$ cat config.mk
export PLATFORM = sky130hd
export DESIGN_NAME = avg_pool_1d_window_gen
export DESIGN_NICKNAME = d
export VERILOG_FILES = /design/src/rtl/avg_pool_1d_pkg.sv /design/src/rtl/avg_pool_1d_window_gen_shreg.sv /design/src/rtl/avg_pool_1d_window_gen.sv
export SDC_FILE = /design/constraint.sdc
export NUM_CORES = 1
export LEC_CHECK = 0
export ABC_AREA = 1
export CORE_ASPECT_RATIO = 1.25
export CORE_UTILIZATION = 40
export CTS_CLUSTER_DIAMETER = 60
export DETAILED_ROUTE_END_ITERATION = 12
export PLACE_DENSITY = 0.69
export SYNTH_ARGS = -nofsm -noshare
export SYNTH_HDL_FRONTEND = slang
export SYNTH_SLANG_ARGS = --single-unit
$ cat constraint.sdc
create_clock -name clk -period 5.24 [get_ports clk]
set_input_delay 0.524 -clock clk [delete_from_list [all_inputs] [get_ports clk]]
set_output_delay 0.524 -clock clk [all_outputs]
set_load 0.005 [all_outputs]
$ cat src/rtl/avg_pool_1d_pkg.sv
// avg_pool_1d_pkg: shared state encoding and geometry helpers for the 1-D pooling window generator
package avg_pool_1d_pkg;
  typedef enum logic [1:0] {ST_LEAD, ST_STREAM, ST_TAIL} state_t;
  function automatic int calc_plen(input int row_len, input int pad);
    return row_len + 2 * pad;
  endfunction
  function automatic int calc_n_out(input int row_len, input int pad, input int kernel, input int stride);
    return (calc_plen(row_len, pad) - kernel) / stride + 1;
  endfunction
endpackage

$ cat src/rtl/avg_pool_1d_window_gen_shreg.sv
// pool_window_shreg: KERNEL-deep sample shift register; nxt is the contents after shifting din in
module pool_window_shreg #(
  parameter int DATA_W = 32,
  parameter int KERNEL = 4
) (
  input  logic                     clk,
  input  logic                     clr,
  input  logic                     en,
  input  logic [DATA_W-1:0]        din,
  output logic [KERNEL*DATA_W-1:0] nxt
);
  logic [KERNEL*DATA_W-1:0] q;
  logic [DATA_W-1:0] unused_oldest;
  assign unused_oldest = q[DATA_W-1:0];
  if (KERNEL == 1) begin : g_one
    assign nxt = din;
  end else begin : g_many
    assign nxt = {din, q[KERNEL*DATA_W-1:DATA_W]};
  end
  always_ff @(posedge clk) begin
    if (clr) q <= '0;
    else if (en) q <= nxt;
  end
endmodule

$ cat src/rtl/avg_pool_1d_window_gen.sv
// avg_pool_1d_window_gen: turns a row of samples into zero-padded, strided KERNEL-wide windows
// with valid/ready on both sides; samples pass through bit-exact.
module avg_pool_1d_window_gen
  import avg_pool_1d_pkg::*;
#(
  parameter int DATA_W  = 32,
  parameter int KERNEL  = 4,
  parameter int STRIDE  = 2,
  parameter int PAD     = 1,
  parameter int ROW_LEN = 8
) (
  input  logic                     clk,
  input  logic                     rst_n,
  input  logic                     valid_in,
  output logic                     ready_in,
  input  logic [DATA_W-1:0]        input_data,
  output logic                     valid_out,
  input  logic                     ready_out,
  output logic [KERNEL*DATA_W-1:0] window_data,
  output logic                     last_out
);
  localparam int PLEN  = calc_plen(ROW_LEN, PAD);
  localparam int N_OUT = calc_n_out(ROW_LEN, PAD, KERNEL, STRIDE);
  localparam int POS_W = PLEN > 1 ? $clog2(PLEN) : 1;
  localparam int PH_W  = STRIDE > 1 ? $clog2(STRIDE) : 1;
  localparam int IDX_W = $clog2(N_OUT + 1);
  localparam state_t ST_INIT = PAD > 0 ? ST_LEAD : ST_STREAM;
  logic [POS_W-1:0] pos;
  logic [PH_W-1:0] phase;
  logic [IDX_W-1:0] widx;
  state_t state, state_nxt;
  logic free, push, emit, row_end, in_win;
  logic [31:0] pos_nxt;
  logic [DATA_W-1:0] sample;
  logic [KERNEL*DATA_W-1:0] shifted;
  always_comb begin
    free      = !valid_out || ready_out;
    ready_in  = rst_n && state == ST_STREAM && free;
    push      = rst_n && free && (state != ST_STREAM || valid_in);
    sample    = state == ST_STREAM ? input_data : '0;
    row_end   = 32'(pos) == PLEN - 1;
    in_win    = 32'(pos) >= KERNEL - 1;
    emit      = push && in_win && phase == '0 && widx < IDX_W'(N_OUT);
    pos_nxt   = row_end ? 32'd0 : 32'(pos) + 32'd1;
    state_nxt = pos_nxt < PAD ? ST_LEAD : pos_nxt < PAD + ROW_LEN ? ST_STREAM : ST_TAIL;
  end
  pool_window_shreg #(.DATA_W(DATA_W), .KERNEL(KERNEL)) u_shreg (
    .clk (clk),
    .clr (!rst_n),
    .en  (push),
    .din (sample),
    .nxt (shifted)
  );
  // Window regs load the post-shift contents so the pushed sample is visible next cycle.
  always_ff @(posedge clk) begin
    if (!rst_n) begin
      pos         <= '0;
      phase       <= '0;
      widx        <= '0;
      state       <= ST_INIT;
      valid_out   <= 1'b0;
      last_out    <= 1'b0;
      window_data <= '0;
    end else begin
      if (push) begin
        pos   <= POS_W'(pos_nxt);
        state <= state_nxt;
        phase <= row_end || !in_win || phase == PH_W'(STRIDE - 1) ? '0 : phase + PH_W'(1);
        widx  <= row_end ? '0 : widx + IDX_W'(emit);
      end
      if (emit) begin
        valid_out   <= 1'b1;
        window_data <= shifted;
        last_out    <= widx == IDX_W'(N_OUT - 1);
      end else if (ready_out) begin
        valid_out <= 1'b0;
        last_out  <= 1'b0;
      end
    end
  end
endmodule

==> run_results.csv, run 1 <==
group,metric,value,unit
grt,grt_usage,18.5,%
critical_path,end_kind,"register",
die,io_pins,167,
power,p_clk_share,42.7,%
timing,fin_setup_tns,0,ns
power,pwr-share-comb,11.3,%
critical_path,path_max_fanout,71,
critical_path,criticalPathCategory,"register to register",
synthesis,ys_warn_count,0,
critical_path,cp_cell_sequence,"inv_1 -> nand2_1 -> nor2_1 -> nor2_4 -> nand3_4 -> buf_4 -> nand2_1 -> nand2_1 -> nor2_1",
critical_path,critPathTopFamily,"simple AND/OR/NAND/NOR gates",
grt,antenna_found_initial,0,
synthesis,synth_top_family_by_area,"simple AND/OR/NAND/NOR gates",
grt,grt_first_pass_wirelength,35.1,mm
clock_tree,htree_levels,1,
synthesis,ys_seq_area_share,51.2,%
die,dieArea,23700,um2
power,p_int,3270,uW
critical_path,cp.required,5.68,ns
clock_tree,clk_path_buf_depth,3,
detailed_routing,routed_via_density,4.50,
placed_design,dp.cells,1726,
critical_path,cp_common_cell,"nand2_1",
layout,fillerInstances,2238,
detailed_routing,drc,0,
placed_design,dp_hpwl,14.3,mm
synthesis,synth-adder-area-share,0.271,%
power,switching_share,23.9,%
layout,final_nets,1507,
grt,grt_overflow,0,
detailed_routing,wirelength,21.8,mm
layout,n_antenna_cell,0,
clock_tree,cts_sinks,236,
clock_tree,cts_buffers,24,
synthesis,synth.distinct_cells,18,
timing,relSlewSlack,33.3,%
detailed_routing,vias,7955,
grt,first_global_vias,7025,
synthesis,netlist_instances,1350,
timing,setup_viol,0,
die,fp.coreArea,22400,um2
die,start_util,41.1,%
layout,stdcell_count,1769,
synthesis,synth_nets,1388,
synthesis,synthXorXnorAreaFrac,0,%
synthesis,synth-seq-cells,236,
layout,drive_gt1_share,3.70,%
layout,postLayoutCoreUtil,52.8,%
min_path,hold_class,"input pin to register",
critical_path,cp_slowest_stage_delay,0.65,ns
timing,fmax,351,MHz
placed_design,place_congestion,0.806,
detailed_routing,ant_nets,0,
power,pwr-share-seq,46.0,%
clock_tree,cts_root_buf,"clkbuf_16",
timing,tightest_slew,1.00,ns
synthesis,yosys.area_share.simple,30.5,%
die,die_x,138,um
timing,fin_crit,2.85,ns
layout,area_growth_syn_to_layout,28.4,%
critical_path,critPathSlowestCell,"nand3_4",
power,vdd_drop_max,0.226,mV
timing,rsz0062_at_grt,"false",
layout,layout_commonest_cell,"nand2_1",
grt,grt_max_degree,117,
power,leakage,0.00568,uW
synthesis,synthMuxAreaShare,0,%
detailed_routing,wl_per_cell,12.3,um
clock_tree,post_cts_buffers,0,
synthesis,avgSynthCellArea,6.83,um2
placed_design,dp_slack,2.00,ns
detailed_routing,drt-initial-drc-count,539,
clock_tree,cts_resized,0,
power,netSwitchingPower,1030,uW
clock_tree,cts_hold_buffers,0,
power,p_per_area,362,nW/um2
die,rows,61,
synthesis,synth_area,9220,um2
placed_design,port_buffers,166,
synthesis,synth_compound_area_share,6.59,%
detailed_routing,dr.pass1.iters,4,
clock_tree,clk_latency,0.51,ns
power,power,4290,uW
critical_path,cp.buffers_inverters,2,
critical_path,cp.arrival,3.29,ns
timing,finalCritPeriodShare,54.3,%
layout,final_cell_mix,"406 x nand2_1, 265 x nor2_1, 236 x dfxtp_1",
run_status,status,"completed",
timing,finalHoldViolCount,0,
timing,timing.final.ws_setup,2.39,ns
die,die_h,172,um
timing,skew,0.00648,ns
clock_tree,path_clk_slew,0.06,ns
critical_path,start_kind,"register",
flow_run,timing.max_cap.violations,0,
clock_tree,cts_tree,"yes",
timing,slew_violations,0,
==> cell families (layout without fill, tap and decap cells) <==
| group | Yosys count | in the layout |
|---|---|---|
| and+or+nand+nor | 726 | 726 |
| AOI/OAI and AO/OA | 121 | 121 |
| buffers and inverters | 265 | 401 |
| adders and majority gates | 2 | 2 |
| DFF | 236 | 236 |
==> flip-flops by register name, summed over array words and instances, names as in the netlist <==
signal / flops
pos: 4
window_data: 128
state: 2
last_out: 1
phase: 1
valid_out: 1
u_shreg.q: 96
widx: 3
==> Yosys cell counts (all sizes together) <==
library cell / instances / area [um2]
nand3: 39 / 200
inv: 184 / 691
clkbuf: 43 / 161
dfxtp: 236 / 4720
nand3b: 1 / 7.51
nand4: 12 / 75.1
ha: 2 / 25.0
nor2: 266 / 998
o21ai: 101 / 505
buf: 38 / 196
o31ai: 1 / 7.51
or2: 1 / 6.26
nand2: 407 / 1530
a21oi: 19 / 95.1
==> final cells by class <==
class	instances	area (um2)	share of cell area (%)
Timing Repair Buffer	174	1740	14.7
Multi-Input combinational cell	849	3470	29.3
Clock buffer	35	753	6.36
Clock inverter	8	118	0.993
Sequential cell	236	4720	39.9
Tap cell	283	354	2.99
Inverter	184	691	5.83
==> through the flow <==
stage	hold slack, ns	area, um2
after floorplan	0.439	9220
final	0.441	11800
after global routing	0.452	11800
after detailed placement	0.459	11000
after global placement	0.453	11000
after CTS	0.424	11800
==> routing by layer <==
layer / vias to the layer above / share of wire, % / GRT usage [%]
li1: 4271 / - / -
met1: 3472 / 47 / 25.3
met2: 190 / 46 / 30.7
met3: 22 / 5.3 / 2.68
met4: 0 / 1.3 / 4.02
met5: - / 0 / 0
==> power by group through the flow <==
| stage | sequential, uW | combinational [uW] | clock (uW) |
|---|---|---|---|
| global placement | 2010 | 482 | 0 |
| finish | 1970 | 485 | 1830 |
| floorplan | 2000 | 273 | 0 |
| detailed placement | 2010 | 489 | 0 |
| global route | 1990 | 559 | 1950 |
| CTS | 1980 | 492 | 1880 |
==> path summary, 6_finish.rpt <==
path	startpoint	end	slack, ns	depth (start not counted)
worst min register to register	u_shreg.q[125]	u_shreg.q[125]	0.47	2
worst max register to register	state[1]	window_data[78]	2.39	9
worst max-delay path	state[1]	window_data[78]	2.39	9
worst min-delay path	rst_n	window_data[88]	0.44	3
==> tightest hold or removal path, delay by kind of cell <==
| family | cells | cell delay, ns |
|---|---|---|
| buffers and inverters | 1 | 0.20 |
| and+or+nand+nor | 2 | 0.15 |
Note: power is estimated with default switching activity, not from simulation.
==> run 2, diff against run 1 <==
==> constraint.sdc (replaced) <==
create_clock -name clk -period 2.91 [get_ports clk]
set_input_delay 0.291 -clock clk [delete_from_list [all_inputs] [get_ports clk]]
set_output_delay 0.291 -clock clk [all_outputs]
set_load 0.005 [all_outputs]
==> run 2 against run 1 <==
Compared with the run above: largest power group unchanged; sequential power increased by 80%; first-iteration DRC count decreased by 4.1%; core utilization decreased by 0.30 points; non-clock buffer count increased by 2.
==> run_results.csv, run 2 (synthesis results as in run 1) <==
group,metric,value,unit
placed_design,dp_hpwl,14.2,mm
detailed_routing,vias,7891,
detailed_routing,drc,0,
power,switching_share,24.6,%
die,die_x,138,um
die,fp.coreArea,22400,um2
detailed_routing,routed_via_density,4.46,
layout,postLayoutCoreUtil,52.5,%
min_path,min_path_cells,5,
timing,tightest_slew,0.815,ns
clock_tree,clk_latency,0.51,ns
power,p_clk_share,40.6,%
clock_tree,path_clk_slew,0.06,ns
layout,drive_gt1_share,3.43,%
grt,grt_usage,18.3,%
placed_design,dp.cells,1728,
clock_tree,cts_resized,0,
power,vdd_drop_max,0.413,mV
placed_design,port_buffers,166,
grt,grt_first_pass_wirelength,34.8,mm
critical_path,start_kind,"register",
die,dieArea,23700,um2
grt,grt_max_degree,149,
clock_tree,clk_path_buf_depth,3,
critical_path,cp.required,2.62,ns
critical_path,rr_worst_depth,11,
critical_path,critPathSlowestCell,"clkdlybuf4s50_1",
grt,antenna_found_initial,0,
die,start_util,41.1,%
die,die_h,172,um
layout,final_nets,1508,
critical_path,cp_cell_sequence,"inv_1 -> nand2_1 -> nor2_1 -> clkdlybuf4s50_1",
timing,setup_viol,0,
detailed_routing,dr.pass1.iters,5,
timing,fin_crit,2.20,ns
clock_tree,htree_levels,1,
run_status,status,"completed",
power,p_per_area,634,nW/um2
timing,finalHoldViolCount,0,
power,leakage,0.00564,uW
die,rows,61,
critical_path,end_kind,"primary output",
clock_tree,cts_root_buf,"clkbuf_16",
detailed_routing,ant_nets,0,
grt,first_global_vias,6906,
placed_design,dpl_cell_area,11000,um2
timing,finalCritPeriodShare,75.7,%
placed_design,place_congestion,0.801,
clock_tree,cts_sinks,236,
timing,rsz0062_at_grt,"false",
layout,stdcell_count,1768,
layout,design_area,11800,um2
power,pwr-share-seq,47.6,%
clock_tree,cts_hold_buffers,0,
critical_path,cp.arrival,1.91,ns
detailed_routing,wirelength,21.9,mm
grt,grt_overflow,0,
layout,layout_commonest_cell,"nand2_1",
critical_path,cp_slowest_stage_delay,0.52,ns
timing,skew,0.00973,ns
layout,n_antenna_cell,0,
timing,slew_violations,0,
detailed_routing,drt-initial-drc-count,517,
clock_tree,cts_buffers,23,
power,pwr-share-comb,11.9,%
power,p_int,5630,uW
flow_run,timing.max_cap.violations,0,
timing,fin_setup_tns,0,ns
layout,area_growth_syn_to_layout,27.7,%
timing,relSlewSlack,45.7,%
layout,final_cell_mix,"406 x nand2_1, 265 x nor2_1, 236 x dfxtp_1",
layout,regMostFlops,"window_data",
clock_tree,post_cts_buffers,0,
critical_path,criticalPathCategory,"register to primary output",
power,netSwitchingPower,1840,uW
clock_tree,cts_tree,"yes",
min_path,hold_class,"input pin to register",
die,io_pins,167,
layout,largest_reg_flops,128,
timing,whs,0.292,ns
timing,fmax,454,MHz
critical_path,path_max_fanout,12,
layout,reg_top3,"window_data x128, u_shreg.q x96, pos x4",
detailed_routing,wl_per_cell,12.4,um
## run 2: final timing paths
path | start | endpoint | slack (ns)
max | state[1] | ready_in | 0.71
min | rst_n | state[0] | 0.29
max reg2reg | state[1] | widx[2] | 0.83
min reg2reg | u_shreg.q[123] | u_shreg.q[123] | 0.47
## run 2: power by group through the flow
stage	Sequential (uW)	Combinational [uW]	Clock, uW
final	3550	886	3030
after global placement	3620	877	0
after CTS	3550	898	3120
after detailed placement	3630	891	0
after floorplan	3600	492	0
after global routing	3580	1010	3240
## run 2: layer usage
| layer | global-route usage, % | up-vias | share of wire [%] |
|---|---|---|---|
| met4 | 5.20 | 0 | 2.3 |
| li1 | - | 4262 | - |
| met1 | 25.4 | 3432 | 48 |
| met2 | 29.6 | 159 | 45 |
| met5 | 0 | - | 0 |
| met3 | 2.24 | 38 | 4.0 |
## run 2: cell type report
class / instances / area [um2]
Fill cell: 2214 / 10700
Sequential cell: 236 / 4720
Multi-Input combinational cell: 849 / 3470
Timing Repair Buffer: 176 / 1780
Inverter: 184 / 691
Clock buffer: 30 / 632
Tap cell: 283 / 354
Clock inverter: 10 / 133
## run 2: worst max-delay path: cells and delay by family, from the launching register on
family / cells / cell delay (ns)
buf+inv: 2 / 0.58
simple gates: 2 / 0.49
flops: 1 / 0.33
## run 2: per-stage QoR
stage               setup WS, ns  total power, uW
finish                     0.707             7470
global route               0.579             7830
CTS                        0.672             7570
detailed placement         0.764             4520
global placement           0.793             4500
floorplan                  0.813             4100
==> run 3, diff against run 2 <==
==> constraint.sdc (replaced) <==
create_clock -name clk -period 2.09 [get_ports clk]
set_input_delay 0.209 -clock clk [delete_from_list [all_inputs] [get_ports clk]]
set_output_delay 0.209 -clock clk [all_outputs]
set_load 0.005 [all_outputs]
==> run 3 against run 2 <==
Compared with the run above: sequential share of layout area fell by 0.41 points; total power up 39%; combinational power grew 41%; critical endpoint unchanged.
==> run_results.csv, run 3 (synthesis results as in run 1) <==
group,metric,value,unit
clock_tree,clk_path_buf_depth,3,
critical_path,cp.required,1.88,ns
die,dieArea,23700,um2
clock_tree,post_cts_buffers,0,
timing,setup_viol,0,
layout,fillerInstances,2239,
detailed_routing,routed_via_density,4.46,
power,p_clk_share,40.3,%
layout,multi_input_area,3470,um2
critical_path,critPathSlowestCell,"clkdlybuf4s50_1",
layout,final_nets,1516,
detailed_routing,vias,7928,
detailed_routing,dr.pass1.iters,5,
clock_tree,cts_buffers,24,
layout,n_antenna_cell,0,
timing,fmax,504,MHz
clock_tree,htree_levels,1,
critical_path,criticalPathCategory,"register to primary output",
min_path,hold_class,"input pin to register",
grt,first_global_vias,6849,
critical_path,cp_common_cell,"nand2_1",
clock_tree,cts_hold_buffers,0,
timing,fin_crit,1.99,ns
grt,grt_overflow,0,
grt,grt_usage,18.4,%
placed_design,dp_hpwl,14.4,mm
clock_tree,cts_root_buf,"clkbuf_16",
layout,stdcell_count,1779,
detailed_routing,drc,0,
power,leakage,0.00570,uW
placed_design,place_congestion,0.783,
power,netSwitchingPower,2540,uW
die,die_x,138,um
detailed_routing,wl_per_cell,12.2,um
critical_path,cp_cell_sequence,"nand2_1 -> nand2_1 -> buf_4 -> nor2_1 -> clkdlybuf4s50_1",
die,rows,61,
flow_run,timing.max_cap.violations,0,
layout,regMostFlops,"window_data",
timing,relSlewSlack,41.4,%
layout,largest_reg_flops,128,
timing,timing.final.ws_setup,0.105,ns
die,fp.coreArea,22400,um2
power,switching_share,24.4,%
timing,tightest_slew,0.879,ns
timing,slew_violations,0,
grt,grt_max_degree,141,
layout,final_cell_mix,"406 x nand2_1, 265 x nor2_1, 236 x dfxtp_1",
layout,reg_top3,"window_data x128, u_shreg.q x96, pos x4",
power,p_int,7860,uW
clock_tree,path_clk_slew,0.06,ns
power,vdd_drop_max,0.527,mV
die,io_pins,167,
die,start_util,41.1,%
power,power,10400,uW
critical_path,end_kind,"primary output",
clock_tree,cts_sinks,236,
die,die_h,172,um
critical_path,cp.arrival,1.78,ns
timing,finalCritPeriodShare,95.0,%
clock_tree,cts_resized,0,
layout,regArea,4720,um2
power,pwr-share-comb,12.0,%
clock_tree,clk_latency,0.51,ns
placed_design,dp_slack,0.137,ns
timing,fin_setup_tns,0,ns
critical_path,start_kind,"register",
layout,area_growth_syn_to_layout,29.0,%
timing,finalHoldViolCount,0,
layout,postLayoutCoreUtil,53.0,%
power,pwr-share-seq,47.7,%
detailed_routing,wirelength,21.8,mm
grt,antenna_found_initial,0,
grt,grt_first_pass_wirelength,34.9,mm
timing,skew,0.0162,ns
critical_path,cp_slowest_stage_delay,0.51,ns
clock_tree,cts_tree,"yes",
layout,layout_commonest_cell,"nand2_1",
placed_design,dp.cells,1735,
power,p_per_area,874,nW/um2
detailed_routing,drt-initial-drc-count,546,
placed_design,port_buffers,166,
timing,rsz0062_at_grt,"false",
critical_path,path_max_fanout,3,
run_status,status,"completed",
layout,drive_gt1_share,3.81,%
detailed_routing,ant_nets,0,
## run 3: worst max-delay path, delay by kind of cell, from the launching register on
kind / cells / cell delay [ns]
flip-flops: 1 / 0.32
buffers and inverters: 2 / 0.67
AND/OR/NAND/NOR: 3 / 0.29
## run 3: path summary, 6_finish.rpt
check	from	endpoint	slack [ns]	cells past startpoint
max	valid_out	ready_in	0.10	5
min	rst_n	state[1]	0.11	3
min reg2reg	u_shreg.q[98]	u_shreg.q[98]	0.47	2
max reg2reg	state[1]	widx[2]	0.33	11
## run 3: layer usage
layer | share of wire, % | global-route usage, % | routed length (um) | up-vias
li1 | - | - | - | 4283
met1 | 48 | 25.8 | 10400 | 3431
met2 | 45 | 28.9 | 9880 | 187
met3 | 4.8 | 2.53 | 1040 | 27
met4 | 2.2 | 5.58 | 482 | 0
met5 | 0 | 0 | 0 | -
## run 3: stage by stage
stage	hold WS [ns]	area, um2
global route	0.139	11900
CTS	0.0861	11900
global placement	0.453	11100
detailed placement	0.455	11100
finish	0.115	11900
floorplan	0.378	9220
## run 3: power groups by stage
stage	combinational [uW]	sequential (uW)	clock, uW
3_5_place_dp	1260	5060	0
3_3_place_gp	1240	5050	0
2_1_floorplan	686	5020	0
6_report	1250	4960	4190
4_1_cts	1260	4960	4320
5_1_grt	1430	4990	4500
## run 3: cell type report
cell class	instances	area share (%)
Multi-Input combinational cell	849	29.1
Clock buffer	39	6.12
Timing Repair Buffer	183	15.8
Tap cell	283	2.98
Inverter	184	5.81
Clock inverter	5	0.442
Sequential cell	236	39.7
